### src/rtl/demux_pkg.sv
// Shared sizes and lane types for the 64-bit 1:8 registered demux.
// Optional macro DEMUX_OVERWRITE_EN is consumed by demux_64_1_8_reg.
package demux_pkg;
  localparam int WIDTH = 64;
  localparam int LANES = 8;
  localparam int SEL_W = 3;

  typedef logic [WIDTH-1:0] lane_data_t;
  typedef logic [LANES-1:0] lane_vec_t;
endpackage

### src/rtl/decoder_3_8.sv
// 3-bit select plus enable to 8-bit one-hot lane write enables.
// All outputs are zero when the enable is low.
module decoder_3_8
  import demux_pkg::*;
(
  input  logic [SEL_W-1:0] sel_i,
  input  logic             en_i,
  output lane_vec_t        onehot_o
);

  // one bit per lane, only the selected lane is raised
  always_comb begin
    onehot_o = '0;
    for (int i = 0; i < LANES; i++) begin
      onehot_o[i] = en_i && (sel_i == SEL_W'(i));
    end
  end

endmodule

### src/rtl/demux_64_1_8_reg.sv
// Registered 64-bit 1:8 demux with per-lane valid/ack handshake.
// Macro DEMUX_OVERWRITE_EN: full lanes are overwritten and flag overflow.
module demux_64_1_8_reg
  import demux_pkg::*;
(
  input  logic                        clk,
  input  logic                        reset,
  input  lane_data_t                  d,
  input  logic [SEL_W-1:0]            s,
  input  logic                        in_valid,
  output logic                        in_ready,
  output logic [LANES-1:0][WIDTH-1:0] y,
  output lane_vec_t                   y_valid,
  input  lane_vec_t                   y_ack,
  output logic                        overflow
);

  lane_vec_t vld_q;
  lane_vec_t we;
  logic      accept;

`ifdef DEMUX_OVERWRITE_EN
  assign in_ready = !reset;
`else
  assign in_ready = !reset && (!vld_q[s] || y_ack[s]);
`endif

  assign accept = in_valid && in_ready;

  decoder_3_8 u_dec (
    .sel_i    (s),
    .en_i     (accept),
    .onehot_o (we)
  );

  for (genvar i = 0; i < LANES; i++) begin : g_lane
    lane_data_t y_q, y_d;
    logic       v_q, v_d;

    // write wins over ack; ack on an empty lane is a no-op
    always_comb begin
      y_d = y_q;
      v_d = v_q;
      if (we[i]) begin
        y_d = d;
        v_d = 1'b1;
      end else if (y_ack[i]) begin
        v_d = 1'b0;
      end
    end

    // lane data and occupancy registers
    always_ff @(posedge clk) begin
      if (reset) begin
        y_q <= '0;
        v_q <= 1'b0;
      end else begin
        y_q <= y_d;
        v_q <= v_d;
      end
    end

    assign y[i]     = y_q;
    assign vld_q[i] = v_q;
  end

  assign y_valid = vld_q;

`ifdef DEMUX_OVERWRITE_EN
  logic ovf_q, ovf_d;

  // sticky: set by a write landing on a full lane that is not being freed
  always_comb begin
    ovf_d = ovf_q;
    if (accept && vld_q[s] && !y_ack[s]) begin
      ovf_d = 1'b1;
    end
  end

  // overflow flag register
  always_ff @(posedge clk) begin
    if (reset) begin
      ovf_q <= 1'b0;
    end else begin
      ovf_q <= ovf_d;
    end
  end

  assign overflow = ovf_q;
`else
  assign overflow = 1'b0;
`endif

endmodule

### config.mk
export PLATFORM = sky130hd
export DESIGN_NAME = demux_64_1_8_reg
export DESIGN_NICKNAME = d
export VERILOG_FILES = /design/src/rtl/demux_pkg.sv /design/src/rtl/decoder_3_8.sv /design/src/rtl/demux_64_1_8_reg.sv
export SDC_FILE = /design/constraint.sdc
export NUM_CORES = 1
export LEC_CHECK = 0
export CAP_MARGIN = 20
export CORE_MARGIN = 2
export CORE_UTILIZATION = 45
export DETAILED_ROUTE_END_ITERATION = 16
export PLACE_DENSITY = 0.74
export REMOVE_ABC_BUFFERS = 1
export SETUP_SLACK_MARGIN = 0.02
export SYNTH_ARGS = -nofsm -noshare
export SYNTH_HDL_FRONTEND = slang
export SYNTH_SLANG_ARGS = --single-unit
### constraint.sdc
create_clock -name clk -period 2 [get_ports clk]
set_input_delay 0.4 -clock clk [delete_from_list [all_inputs] [get_ports clk]]
set_output_delay 0.4 -clock clk [all_outputs]
set_load 0.1 [all_outputs]
* Word-level counts from Yosys, hierarchy flattened
Index checks and enable logic that the tools add are counted.
Operators by class: order comparisons 1, equality and inequality tests 7, muxes and demuxes 20, reductions and logical operators 22
Operators with widths (number):
- $mux W1 | 18
- $reduce_bool A2 Y1 | 8
- $eq A3 B3 Y1 const B | 4
- $logic_and A1 B1 Y1 | 10
- $bmux W1 S3 | 2
- $eq A3 B2 Y1 const B | 2
- $lt A3 B4 Y1 const B | 1
- $eq A3 B1 Y1 const B | 1
- $logic_not A3 Y1 | 1
- $logic_not A1 Y1 | 2
- $logic_or A1 B1 Y1 | 1
Storage, ports and cells: bits in registers 520, input bits 78, word-level logic and storage cells 66

* Depth between registers and ports, before layout
depth in word-level cells 8, depth in mapped cells 7

* Cells and area by module
A second synthesis with hierarchy kept.
Second synthesis, totals: cell total of the unflattened synthesis 1772, area, all modules 18735.5 um^2
By module, submodules not included:
- demux_64_1_8_reg | times used 1, cells an instance 1764, area each 18640.4 um^2
- decoder_3_8 | times used 1, cells an instance 8, area each 95.1 um^2

* Worst setup path before layout
OpenSTA, ideal clock, no wires.
path type input to output, from input port y_ack[0], to output port in_ready, arrival time 1.817 ns, required time 1.600 ns, setup slack -0.217 ns, cell stages on the path 4, path through nor2b_1 buf_2 a2111oi_0 a32o_1
Between the ends: longest elaborated chain between the ends 4
Ends and longest elaborated chain:
- start: declaration | RTL line demux_64_1_8_reg.sv:14 | input lane_vec_t y_ack,
- $bmux W1 S3 | RTL line demux_64_1_8_reg.sv:25 | assign in_ready = !reset && (!vld_q[s] || y_ack[s]);
- $mux W1 (implied by the code) | RTL line demux_64_1_8_reg.sv:25
- $logic_or A1 B1 Y1 | RTL line demux_64_1_8_reg.sv:25
- $logic_and A1 B1 Y1 | RTL line demux_64_1_8_reg.sv:25
- end: declaration | RTL line demux_64_1_8_reg.sv:11 | output logic in_ready,
Every way passes these cells. The select of a mux whose other input is x is not followed.

* Worst setup path after layout
from register g_lane[6].v_q, to output port in_ready
Between the ends: longest elaborated chain between the ends 5
Ends and longest elaborated chain:
- start: declaration | RTL line demux_64_1_8_reg.sv:38 | logic v_q, v_d;
- start signal: assignment | RTL line demux_64_1_8_reg.sv:59 | v_q <= v_d;
- $bmux W1 S3 | RTL line demux_64_1_8_reg.sv:25
- $mux W1 (implied by the code) | RTL line demux_64_1_8_reg.sv:25
- $logic_not A1 Y1 | RTL line demux_64_1_8_reg.sv:25
- $logic_or A1 B1 Y1 | RTL line demux_64_1_8_reg.sv:25
- $logic_and A1 B1 Y1 | RTL line demux_64_1_8_reg.sv:25
Every way passes these cells. The select of a mux whose other input is x is not followed.

==> impl_metrics.py <==
metrics = {
    "status": {
        "status": "complete, but fails checks",
        "violations": "negative setup slack",
    },
    "global_route": {
        "overflow": 0,
        "grt_pass1_wl_mm": 153.4,
        "grt_max_degree": 161,
        "grtUsageTotal": 0.3659,
        "antenna_found_initial": 4,
        "first_global_vias": 24430,
    },
    "cells_and_area": {
        "multi_input_area_um2": 10960,
        "final_cell_mix": "644 x buf_4, 520 x a21oi_1, 518 x dfxtp_1",
        "final_nets": 3064,
        "finalNonFillerCells": 3715,
        "seqCellArea_um2": 10410,
        "final_area_um2": 31590,
        "fillers": 4247,
        "layout-drive-gt1-share": 0.3365,
        "final_common_cell": "buf_4",
        "area_delta_synth_final_pct": 35.27,
    },
    "route": {
        "first_pass_iters": 6,
        "routedWlPerCell_um": 28.12,
        "drt-total-wl_mm": 104.5,
        "ant_nets": 0,
        "drc": 0,
        "drtIter0Drc": 3682,
        "num_vias": 25940,
        "viasPerCell": 6.983,
    },
    "die": {
        "die_area_um2": 53740,
        "core-area_um2": 51300,
        "rows": 83,
        "die_h_um": 231.8,
        "initial_core_util": 0.4552,
        "io_pins": 600,
        "die_w_um": 231.8,
    },
    "critical_path": {
        "worst-setup-path-type": "reg -> out",
        "crit_path_max_fanout": 2,
        "end_kind": "output pin",
        "worstSetupStartpointType": "register",
        "cp.arrival_ns": 1.94,
        "r2r_setup_slack_ns": 0.18,
        "required_ns": 1.60,
    },
    "clock_tree": {
        "cts_buffers": 55,
        "clock-root-buffer": "clkbuf_16",
        "postCtsHoldBufs": 0,
        "clk_latency_ns": 0.60,
        "cts_sinks": 520,
        "cts_tree": "done",
        "cts_setup_buffers": 0,
        "clockBufferDepth": 3,
        "h-tree-depth": 2,
        "cts.clk_slew.worst_paths_ns": 0.06,
    },
    "placement": {
        "dp_hpwl_mm": 67.05,
        "place_congestion": 0.8803,
        "port_buffers": 598,
        "dp.cells": 3609,
        "place_ws_ns": -0.7611,
        "dpl-instance-area_um2": 29670,
    },
    "power_and_ir_drop": {
        "power_leakage_nw": 11.17,
        "ir_worst_vdd_mv": 0.7478,
        "power_mw": 24.70,
        "power_density_nw_per_um2": 781.8,
    },
    "timing": {
        "slew_headroom": 0.4428,
        "setup_slack_ns": -0.3410,
        "rsz0062_at_grt": "yes",
        "max_freq_mhz": 427.2,
        "tightest_slew_ns": 0.8358,
        "whs_ns": 0.06823,
        "period_minus_slack_ns": 2.341,
        "fin_crit_sh": 1.170,
        "skew_ns": 0.01299,
        "slew_violations": 0,
        "setup_violations": 1,
        "hold_viol_final": 0,
    },
    "synthesis": {
        "syn_inst": 2589,
        "synth_seq_area_share": 0.4457,
        "syn_area_um2": 23350,
        "syn_avg_cell_area_um2": 9.021,
        "synth_seq_cells": 520,
        "synth.distinct_cells": 28,
        "yosysWarnings": 0,
    },
    "run": {
        "cap_violations": 0,
    },
    "min_path": {
        "holdCritPathClass": "in -> reg",
    },
}
power breakdown:
| group | total (mW) | switching, mW | internal, mW |
|---|---|---|---|
| registers | 10.6 | 0.0967 | 10.5 |
| logic | 3.35 | 2.52 | 0.829 |
| clock network | 10.8 | 4.41 | 6.35 |
| total | 24.7 | 7.02 | 17.7 |
worst max-delay path, cell delays in order (launching register included):
cell and delay (ns):
dfxtp_2 0.32, nor2b_4 0.14, a311oi_4 0.32, a32o_2 0.35, buf_12 0.20
final timing paths:
kind,from,to,cells after the start
worst max register to register,g_lane[6].v_q$_SDFFE_PP0P_,g_lane[6].y_q[59]$_SDFFE_PP0P_,5
worst max-delay path,g_lane[6].v_q$_SDFFE_PP0P_,in_ready,4
worst min register to register,g_lane[1].y_q[36]$_SDFFE_PP0P_,g_lane[1].y_q[36]$_SDFFE_PP0P_,2
worst min-delay path,reset,g_lane[1].v_q$_SDFFE_PP0P_,2
Yosys cell counts:
library cell | number | area share
buf_6 | 28 | 0.014
nor4bb_1 | 1 | 0.00043
dfxtp_1 | 520 | 0.45
or2_2 | 1 | 0.00027
o31ai_2 | 160 | 0.086
nand2b_1 | 10 | 0.0027
nand3b_1 | 1 | 0.00032
a21oi_1 | 520 | 0.11
a32o_1 | 1 | 0.00043
clkbuf_1 | 241 | 0.039
conb_1 | 1 | 0.00016
o31ai_1 | 352 | 0.11
buf_1 | 66 | 0.011
and2_1 | 1 | 0.00027
a2111oi_0 | 1 | 0.00038
buf_4 | 10 | 0.0032
nor3b_1 | 3 | 0.00096
clkbuf_2 | 63 | 0.014
inv_1 | 2 | 0.00032
nor2b_1 | 10 | 0.0027
o21ai_0 | 2 | 0.00043
or3b_1 | 1 | 0.00038
and3b_1 | 3 | 0.0011
nand2_1 | 2 | 0.00032
nand4_1 | 512 | 0.14
buf_2 | 66 | 0.014
nor2_1 | 10 | 0.0016
a311oi_1 | 1 | 0.00038
metrics by stage:
stage	utilization	TNS [ns]
floorplan	-	-4499.58
global placement	0.5784	-181.51
detailed placement	0.5784	-192.71
CTS	0.6156	-0.3736
global route	0.6158	-0.3573
finish	0.6158	-0.3410
layer usage:
layer	GRT usage	share of wire	up-vias
met1	0.4621	0.37	12560
met3	0.08362	0.12	419
met2	0.5660	0.45	2108
met5	0	0	-
li1	-	-	10860
met4	0.2264	0.066	0
final cells by class:
type / instances / area share
Inverter: 2 / 0.0002376
Antenna cell: 4 / 0.0003168
Timing Repair Buffer: 814 / 0.2364
Clock buffer: 79 / 0.05093
Sequential cell: 520 / 0.3296
Multi-Input combinational cell: 1593 / 0.3468
Tap cell: 680 / 0.02693
Clock inverter: 23 / 0.008792
registers in the layout, summed over array words and instances, names as in the netlist:
signal,flops
g_lane.y_q,512
g_lane.v_q,8
kinds of logic after synthesis:
group	synth area share
buf+inv	0.09402
simple gates	0.1482
compound gates	0.3119
other cells	0.0001606
flops	0.4457
what timing repair did:
| action | CTS | global route |
|---|---|---|
| gates resized for setup | 8 | 2 |
| endpoints found under the setup margin | 1 | 1 |
| pin swaps | 2 | 1 |
No activity file was read; power rests on OpenSTA's default activity.
